==> src/rtl/proc_simd_mul_unit_pkg.sv <==
// Shared definitions for the iterative SIMD multiply unit: function codes,
// request/response field layout, FSM states and lane helpers.
package proc_SimdMulPkg;

  localparam int NBITS      = 32;
  localparam int LANE_NBITS = 8;
  localparam int NUM_LANES  = 4;

  localparam int REQ_NBITS  = 66;
  localparam int RESP_NBITS = 32;
  localparam int FN_MSB     = 65;
  localparam int FN_LSB     = 64;
  localparam int A_MSB      = 63;
  localparam int A_LSB      = 32;
  localparam int B_MSB      = 31;
  localparam int B_LSB      = 0;

  localparam logic [1:0] FN_MUL    = 2'b00;
  localparam logic [1:0] FN_MUL8   = 2'b01;
  localparam logic [1:0] FN_KMUL8  = 2'b10;
  localparam logic [1:0] FN_UKMUL8 = 2'b11;

  // Counter preload is the step count minus one
  localparam logic [5:0] MUL_STEPS_M1  = 6'd31;
  localparam logic [5:0] LANE_STEPS_M1 = 6'd7;

  typedef enum logic [1:0] {
    STATE_IDLE,
    STATE_CALC,
    STATE_DONE
  } state_t;

  // Magnitude of a two's-complement byte; -128 maps to 0x80 unsigned
  function automatic logic [7:0] mag8(input logic [7:0] x);
    return x[7] ? (~x + 8'd1) : x;
  endfunction

endpackage

==> src/rtl/proc_simd_mul_unit_lane8.sv <==
// One 8-bit lane: shift-add multiplier with sign handling for KMUL8 and the
// per-function saturation mux applied to the final accumulator value.
module proc_SimdMulLane8
  import proc_SimdMulPkg::*;
(
  input  logic       clk,
  input  logic       reset,
  input  logic       load,
  input  logic       load_signed,
  input  logic       step,
  input  logic [1:0] fn,
  input  logic [7:0] a,
  input  logic [7:0] b,
  output logic [7:0] result
);

  logic [15:0]        mcand;
  logic [15:0]        acc;
  logic [15:0]        acc_next;
  logic [7:0]         mplier;
  logic               neg;
  logic signed [15:0] sprod;

  always_ff @(posedge clk) begin
    if (reset) begin
      mcand  <= '0;
      mplier <= '0;
      acc    <= '0;
      neg    <= 1'b0;
    end else if (load) begin
      mcand  <= {8'h00, load_signed ? mag8(a) : a};
      mplier <= load_signed ? mag8(b) : b;
      acc    <= '0;
      neg    <= load_signed & (a[7] ^ b[7]);
    end else if (step) begin
      acc    <= acc_next;
      mcand  <= mcand << 1;
      mplier <= mplier >> 1;
    end
  end

  // Result is taken from the accumulator value the final step produces
  always_comb begin
    acc_next = mplier[0] ? (acc + mcand) : acc;
    sprod    = neg ? -$signed(acc_next) : $signed(acc_next);
    result   = sprod[7:0];
    case (fn)
      FN_KMUL8: begin
        if (sprod > 16'sd127)
          result = 8'h7F;
        else if (sprod < -16'sd128)
          result = 8'h80;
      end
      FN_UKMUL8: begin
        if (acc_next > 16'd255)
          result = 8'hFF;
      end
      default: result = sprod[7:0];
    endcase
  end

endmodule

==> src/rtl/proc_simd_mul_unit.sv <==
// Iterative multiply unit for the X stage: FSM, shared step counter and the
// 32-bit low-word shift-add datapath, plus four 8-bit subword lanes.
module proc_simd_mul_unit
  import proc_SimdMulPkg::*;
(
  input  logic                  clk,
  input  logic                  reset,
  input  logic                  req_val,
  output logic                  req_rdy,
  input  logic [REQ_NBITS-1:0]  req_msg,
  output logic                  resp_val,
  input  logic                  resp_rdy,
  output logic [RESP_NBITS-1:0] resp_msg
);

  state_t            state;
  state_t            state_next;
  logic [5:0]        counter;
  logic [1:0]        fn_reg;
  logic [NBITS-1:0]  a_reg;
  logic [NBITS-1:0]  b_reg;
  logic [NBITS-1:0]  acc;
  logic [NBITS-1:0]  acc_next;
  logic [NBITS-1:0]  lane_result;
  logic [1:0]        req_fn;
  logic              req_fire;
  logic              resp_fire;
  logic              calc;
  logic              last_step;

  assign req_fn    = req_msg[FN_MSB:FN_LSB];
  assign req_fire  = req_val && req_rdy;
  assign resp_fire = resp_val && resp_rdy;
  assign calc      = (state == STATE_CALC);
  assign last_step = calc && (counter == 6'd0);
  assign acc_next  = b_reg[0] ? (acc + a_reg) : acc;

  always_ff @(posedge clk) begin
    if (reset)
      state <= STATE_IDLE;
    else
      state <= state_next;
  end

  always_comb begin
    state_next = state;
    req_rdy    = 1'b0;
    resp_val   = 1'b0;
    case (state)
      STATE_IDLE: begin
        req_rdy = 1'b1;
        if (req_val)
          state_next = STATE_CALC;
      end
      STATE_CALC: begin
        if (counter == 6'd0)
          state_next = STATE_DONE;
      end
      STATE_DONE: begin
        resp_val = 1'b1;
        if (resp_fire)
          state_next = STATE_IDLE;
      end
      default: state_next = STATE_IDLE;
    endcase
  end

  // Full-width datapath, counter and the registered response word
  always_ff @(posedge clk) begin
    if (reset) begin
      counter  <= '0;
      fn_reg   <= FN_MUL;
      a_reg    <= '0;
      b_reg    <= '0;
      acc      <= '0;
      resp_msg <= '0;
    end else begin
      if (req_fire) begin
        fn_reg  <= req_fn;
        a_reg   <= req_msg[A_MSB:A_LSB];
        b_reg   <= req_msg[B_MSB:B_LSB];
        acc     <= '0;
        counter <= (req_fn == FN_MUL) ? MUL_STEPS_M1 : LANE_STEPS_M1;
      end else if (calc) begin
        acc     <= acc_next;
        a_reg   <= a_reg << 1;
        b_reg   <= b_reg >> 1;
        if (counter != 6'd0)
          counter <= counter - 6'd1;
      end
      if (last_step)
        resp_msg <= (fn_reg == FN_MUL) ? acc_next : lane_result;
    end
  end

  for (genvar i = 0; i < NUM_LANES; i++) begin : g_lane
    proc_SimdMulLane8 u_lane (
      .clk         (clk),
      .reset       (reset),
      .load        (req_fire),
      .load_signed (req_fn == FN_KMUL8),
      .step        (calc),
      .fn          (fn_reg),
      .a           (req_msg[A_LSB + i*LANE_NBITS +: LANE_NBITS]),
      .b           (req_msg[B_LSB + i*LANE_NBITS +: LANE_NBITS]),
      .result      (lane_result[i*LANE_NBITS +: LANE_NBITS])
    );
  end

endmodule

==> config.mk <==
export PLATFORM = sky130hd
export DESIGN_NAME = proc_simd_mul_unit
export DESIGN_NICKNAME = d
export VERILOG_FILES = /design/src/rtl/proc_simd_mul_unit_pkg.sv /design/src/rtl/proc_simd_mul_unit_lane8.sv /design/src/rtl/proc_simd_mul_unit.sv
export SDC_FILE = /design/constraint.sdc
export NUM_CORES = 1
export LEC_CHECK = 0
export CORE_MARGIN = 4
export CORE_UTILIZATION = 60
export DETAILED_ROUTE_END_ITERATION = 16
export GPL_ROUTABILITY_DRIVEN = 0
export HOLD_SLACK_MARGIN = 0.02
export PLACE_DENSITY = 0.78
export SLEW_MARGIN = 20
export SYNTH_ARGS = -nofsm -noshare
export SYNTH_HDL_FRONTEND = slang
export SYNTH_SLANG_ARGS = --single-unit
export TNS_END_PERCENT = 10
==> constraint.sdc <==
create_clock -name clk -period 11.3 [get_ports clk]
set_input_delay 2.26 -clock clk [delete_from_list [all_inputs] [get_ports clk]]
set_output_delay 2.26 -clock clk [all_outputs]
set_load 0.01 [all_outputs]
Yosys cells after proc, flatten, opt, wreduce, memory -nomap -nowiden
Cells that the tools add are included.

operators by class
  add/sub/neg operators = 18
  $lt $le $gt $ge = 12
  equal/unequal tests = 8
  mux-type cells = 72
  bitwise gates (word level) = 16
  reductions and logical operators = 13

operator list
  kind                                                                              count
  8-bit two-way mux                                                                 44
  32-bit two-way mux                                                                6
  16-bit by 8-bit greater-than comparator with 1-bit output, second input constant  8
  16-bit two-way mux                                                                8
  16-bit adder                                                                      4
  8-bit by 1-bit adder with 8-bit output, second input constant                     8
  16-bit by 8-bit < comparator with 1-bit output, second input constant             4
  16-bit negator                                                                    4
  8-bit NOT                                                                         8
  8-bit one-hot mux with 2 select lines                                             4
  32-bit adder                                                                      1
  6-bit two-way mux                                                                 3
  2-bit == test, second input constant                                              4
  2-bit zero test                                                                   3
  6-bit zero test                                                                   1
  2-bit two-way mux                                                                 3
  2-bit one-hot mux with 3 select lines                                             1
  6-bit nonzero test                                                                1
  6-bit by 1-bit subtractor with 6-bit output, second input constant                1
  5-bit two-way mux                                                                 1
  1-bit bitwise AND                                                                 4
  2-bit inequality test, second input constant                                      2
  2-bit nonzero test                                                                2
  1-bit XOR                                                                         4
  7 further kinds                                                                   10

storage, ports and cells
  register bits after elaboration = 302
  input port bits = 70
  output and inout port bits = 34
  word-level logic and storage cells = 166

Logic depth before layout (Yosys ltp)
  word-level depth = 9
  gate-level depth with buffers = 16

Hierarchy
From an unflattened synthesis, not the netlist that was laid out.

unflattened totals
  cells, all modules = 2791
  area, all modules = 22198.8 µm²

modules (own cells, without submodules)
  module              times used  cells each  area each (µm²)
  proc_SimdMulLane8   4           460         3661.0
  proc_simd_mul_unit  1           951         7554.7

Least setup slack after synthesis
No wires, ideal clock.

  path type = register -> register
  start point = register g_lane[3].u_lane.mplier[0]
  end point = register resp_msg[26]
  setup time = 0.059 ns
  arrival = 4.109 ns
  setup slack = 7.132 ns
  cell stages (with the launch flop) = 16
  buffers on the path = 3
  cells stage by stage = dfxtp_1 clkbuf_1 clkbuf_1 buf_1 mux2i_1 ha_1 nand2_1 nor4_1 nand4_1 or4_1 o21ai_0 xor2_1 o41ai_2 o21ai_0 o22ai_1 a22o_1

between the ends
  word-level cells in the longest chain between the ends = 8
  elaborated cells between the ends (all ways) = 11
  classes of those cells = add/sub (1); order compare (3); mux (7)

RTL lines
  item                                            RTL line                        RTL
  start: declaration                              proc_simd_mul_unit_lane8.sv:20  logic [7:0] mplier;
  start signal: assignment                        proc_simd_mul_unit_lane8.sv:32  mplier <= load_signed ? mag8(b) : b;
  start signal: assignment                        proc_simd_mul_unit_lane8.sv:38  mplier <= mplier >> 1;
  16-bit two-way mux (*)                          proc_simd_mul_unit_lane8.sv:44  acc_next = mplier[0] ? (acc + mcand) : acc;
  16-bit negator                                  proc_simd_mul_unit_lane8.sv:45  sprod = neg ? -$signed(acc_next) : $signed(acc_next);
  16-bit two-way mux                              proc_simd_mul_unit_lane8.sv:45
  16-bit by 8-bit < comparator with 1-bit output  proc_simd_mul_unit_lane8.sv:51  else if (sprod < -16'sd128)
  8-bit two-way mux                               proc_simd_mul_unit_lane8.sv:51
  8-bit two-way mux                               proc_simd_mul_unit_lane8.sv:49  if (sprod > 16'sd127)
  8-bit one-hot mux with 2 select lines (*)       proc_simd_mul_unit_lane8.sv:47  case (fn)
  32-bit two-way mux (*)                          proc_simd_mul_unit.sv:92        resp_msg <= (fn_reg == FN_MUL) ? acc_next : lane_result;
  end signal: assignment                          proc_simd_mul_unit.sv:92
  end: declaration                                proc_simd_mul_unit.sv:13        output logic [RESP_NBITS-1:0] resp_msg

Mark *: on every way between the ends. The rest lies on a longest branch, timed or not.
A chain may end at the register's enable or synchronous reset.

Final worst setup path
  start point = register g_lane[3].u_lane.acc[0]
  end point = register resp_msg[24]

between the ends
  word-level cells in the longest chain between the ends = 9
  elaborated cells between the ends (all ways) = 12
  classes of those cells = add/sub (2); order compare (3); mux (7)

RTL lines
  item                                            RTL line                        RTL
  start: declaration                              proc_simd_mul_unit_lane8.sv:18  logic [15:0] acc;
  start signal: assignment                        proc_simd_mul_unit_lane8.sv:36  acc <= acc_next;
  16-bit adder                                    proc_simd_mul_unit_lane8.sv:44
  16-bit two-way mux (*)                          proc_simd_mul_unit_lane8.sv:44
  16-bit negator                                  proc_simd_mul_unit_lane8.sv:45
  16-bit two-way mux                              proc_simd_mul_unit_lane8.sv:45
  16-bit by 8-bit < comparator with 1-bit output  proc_simd_mul_unit_lane8.sv:51
  8-bit two-way mux                               proc_simd_mul_unit_lane8.sv:51
  8-bit two-way mux                               proc_simd_mul_unit_lane8.sv:49
  8-bit one-hot mux with 2 select lines (*)       proc_simd_mul_unit_lane8.sv:47
  32-bit two-way mux (*)                          proc_simd_mul_unit.sv:92

Marks and branches as above.

==> impl_metrics.py <==
metrics = {
    "outcome": {
        "status": "finished clean",
    },
    "setup_path": {
        "critPathSlowestCell": "or4_1",
        "ff2ff_path_depth": 15,
        "worstReg2RegEnd": "resp_msg[24]",
        "r2r-start": "g_lane[3].u_lane.acc[0]",
        "cp-end-kind": "flop",
        "r2r_setup_slack_ps": 6580,
        "cp.required_ps": 11770,
        "worstSetupPathType": "reg -> reg",
        "cp_data_arrival_time_ps": 5180,
        "cpPeakStageDelay_ps": 610,
        "path_max_fanout": 6,
        "crit_path_start_kind": "flop",
        "crit_chain": "ha_1 -> inv_1 -> fa_1 -> nand2b_1 -> a211oi_1 -> o22a_1 -> o221ai_1 -> nand2b_1 -> or4_1 -> o21ai_0 -> xor2_1 -> o41ai_2 -> o21ai_0 -> a21oi_1 -> a22o_1",
    },
    "floorplanning": {
        "ios": 104,
        "rows": 68,
        "start_util": 0.611,
        "core-area_um2": 34700,
        "fp.dieH_um": 196,
        "die_w_um": 196,
        "dieArea_um2": 38500,
    },
    "grt": {
        "antenna_found_initial": 1,
        "track_usage": 0.319,
        "grt_remaining_overflow": 0,
        "grt_first_pass_wirelength_mm": 104,
        "grt_max_degree": 172,
        "grt_pass1_vias": 20166,
    },
    "detailed_routing": {
        "wl_mm": 64.1,
        "wire_per_inst_um": 19.3,
        "vias": 21679,
        "firstDrtPassIters": 6,
        "drt_iter0_drc": 2131,
        "drc": 0,
        "viasPerCell": 6.55,
        "drt.antenna.violating_nets": 0,
    },
    "synthesis": {
        "syn_area_um2": 21200,
        "synth-main-ff-cell": "dfxtp_1",
        "yosys.area.top_type_share": 0.284,
        "yosys.cell_types.count": 97,
        "yosys_warnings": 0,
        "synth_edf_count": 0,
        "syn_avg_cell_area_um2": 7.45,
        "synth_common_cells": "479 x nand2_1, 301 x dfxtp_1, 270 x nor2_1",
        "syn_inst": 2848,
        "synth.most_common_cell": "nand2_1",
        "ys_seq_elements": 301,
        "synth_nets": 3032,
        "synth_area_leaders": "dfxtp_1 28%, nand2_1 8.5%, ha_1 6.4%",
        "async_reset_ff_frac": 0,
        "yosysSeqAreaShare": 0.284,
        "synth_top_area_cell": "dfxtp_1",
    },
    "timing": {
        "max_freq_ghz": 0.212,
        "setup_viol": 0,
        "fin_crit_ps": 4720,
        "drv_slew": 0,
        "worst_slew_margin_rel": 0.232,
        "setup_slack_ps": 6580,
        "timing.final.crit_share": 0.417,
        "skew_ps": 17.8,
        "tightest_slew_ps": 1140,
        "tns_ps": 0,
        "hold_viol_final": 0,
        "rsz0062_at_grt": "no",
    },
    "cts": {
        "clk_pin_slew_ps": 60,
        "cts_hold_buf": 0,
        "cts_tree": "yes",
        "cts.sinks": 301,
        "h-tree-depth": 2,
        "cts_buffer_depth": 3,
        "numCtsBuffers": 37,
        "ctsResizeCount": 0,
        "cts-root-buf": "clkbuf_16",
        "clk_latency_ps": 540,
        "cts_setup_buffers": 0,
    },
    "place": {
        "dp_hpwl_mm": 45.1,
        "pre_cts_ws_ps": 6420,
        "io_buffer_count": 103,
        "dpl_cell_area_um2": 22400,
    },
    "final_layout": {
        "largest_register_ff_count": 64,
        "reg.largest.list": "g_lane.u_lane.acc x64, g_lane.u_lane.mcand x63",
        "finish.utilization": 0.681,
        "fin_area_um2": 23600,
        "layout-area-overhead-vs-synth_pct": 11.4,
        "regMostFlops": "g_lane.u_lane.acc",
        "drive_gt1_frac": 0.0466,
        "final_nets": 3014,
    },
    "worst_hold_path": {
        "hold-path-endpoint": "resp_msg[11]",
        "holdCritStartpoint": "resp_msg[11]",
        "holdPathStages": 2,
        "hp-class": "reg -> reg",
    },
    "power": {
        "p_total_mw": 3.41,
        "leakage_nw": 9.14,
        "p_per_area_nw_per_um2": 144,
        "max-vdd-ir-drop_mv": 0.110,
    },
    "run": {
        "max_cap_viol_count": 0,
    },
}
[critical path: cells and delay by family (launching register included)]
family | cells | cell delay (ps)
compound gates | 8 | 2380
buf+inv | 1 | 50
simple gates | 3 | 1140
xor+xnor | 1 | 110
flops | 1 | 370
fa+ha+maj | 2 | 600
[layer usage]
layer  share of wire  track usage
met1            0.43        0.437
met2            0.45        0.509
met3           0.093       0.0567
met4           0.035        0.111
met5         0.00022            0
[cell usage in the layout (no fill, tap or decap), drive strengths merged, types with 69 or more instances in the layout]
master | Yosys | routed
a211oi | 95 | 95
dfxtp | 301 | 301
o21ai | 117 | 117
inv | 76 | 77
nor3 | 80 | 80
ha | 109 | 109
clkdlybuf4s50 | 0 | 102
nand2 | 479 | 479
nor2 | 271 | 271
nand3 | 69 | 69
a21oi | 246 | 246
[power breakdown]
group / switching [mW] / leakage (nW) / internal [mW]
logic: 0.608 / 6.05 / 0.337
clock network: 0.479 / 0.633 / 0.761
registers: 0.0843 / 2.46 / 1.14
total: 1.17 / 9.14 / 2.24
[area by class of cell]
class / count / area [um2]
fill: 2964 / 11100
sequential: 301 / 6030
timing repair buffer: 124 / 1200
antenna: 1 / 2.50
inverter: 77 / 289
clock inverter: 14 / 154
multi-input combinational: 2289 / 14300
clock buffer: 51 / 1120
tap: 455 / 569
[worst max path at each step]
| stage | start | endpoint | depth (start not counted) |
|---|---|---|---|
| after floorplan | g_lane[3].u_lane.mplier[0] | resp_msg[26] | 15 |
| after global placement | req_val | a_reg[16] | 7 |
| after detailed placement | req_val | b_reg[29] | 7 |
| after CTS | g_lane[3].u_lane.acc[0] | resp_msg[24] | 15 |
| after global routing | g_lane[3].u_lane.acc[0] | resp_msg[26] | 15 |
| final | g_lane[3].u_lane.acc[0] | resp_msg[24] | 15 |
[per-stage QoR]
| step | cells | hold WS [ps] |
|---|---|---|
| finish | 3312 | 441 |
| global route | 3311 | 468 |
| CTS | 3311 | 446 |
| detailed placement | 3246 | 438 |
| global placement | 3246 | 435 |
| floorplan | 2848 | 436 |
[logic make-up after synthesis]
| kind of cell | synth area share |
|---|---|
| mux | 0.0262 |
| xor+xnor | 0.0557 |
| buf+inv | 0.0463 |
| flops | 0.284 |
| compound gates | 0.285 |
| fa+ha+maj | 0.0690 |
| simple gates | 0.234 |
Power figures use the tool's default switching activity.
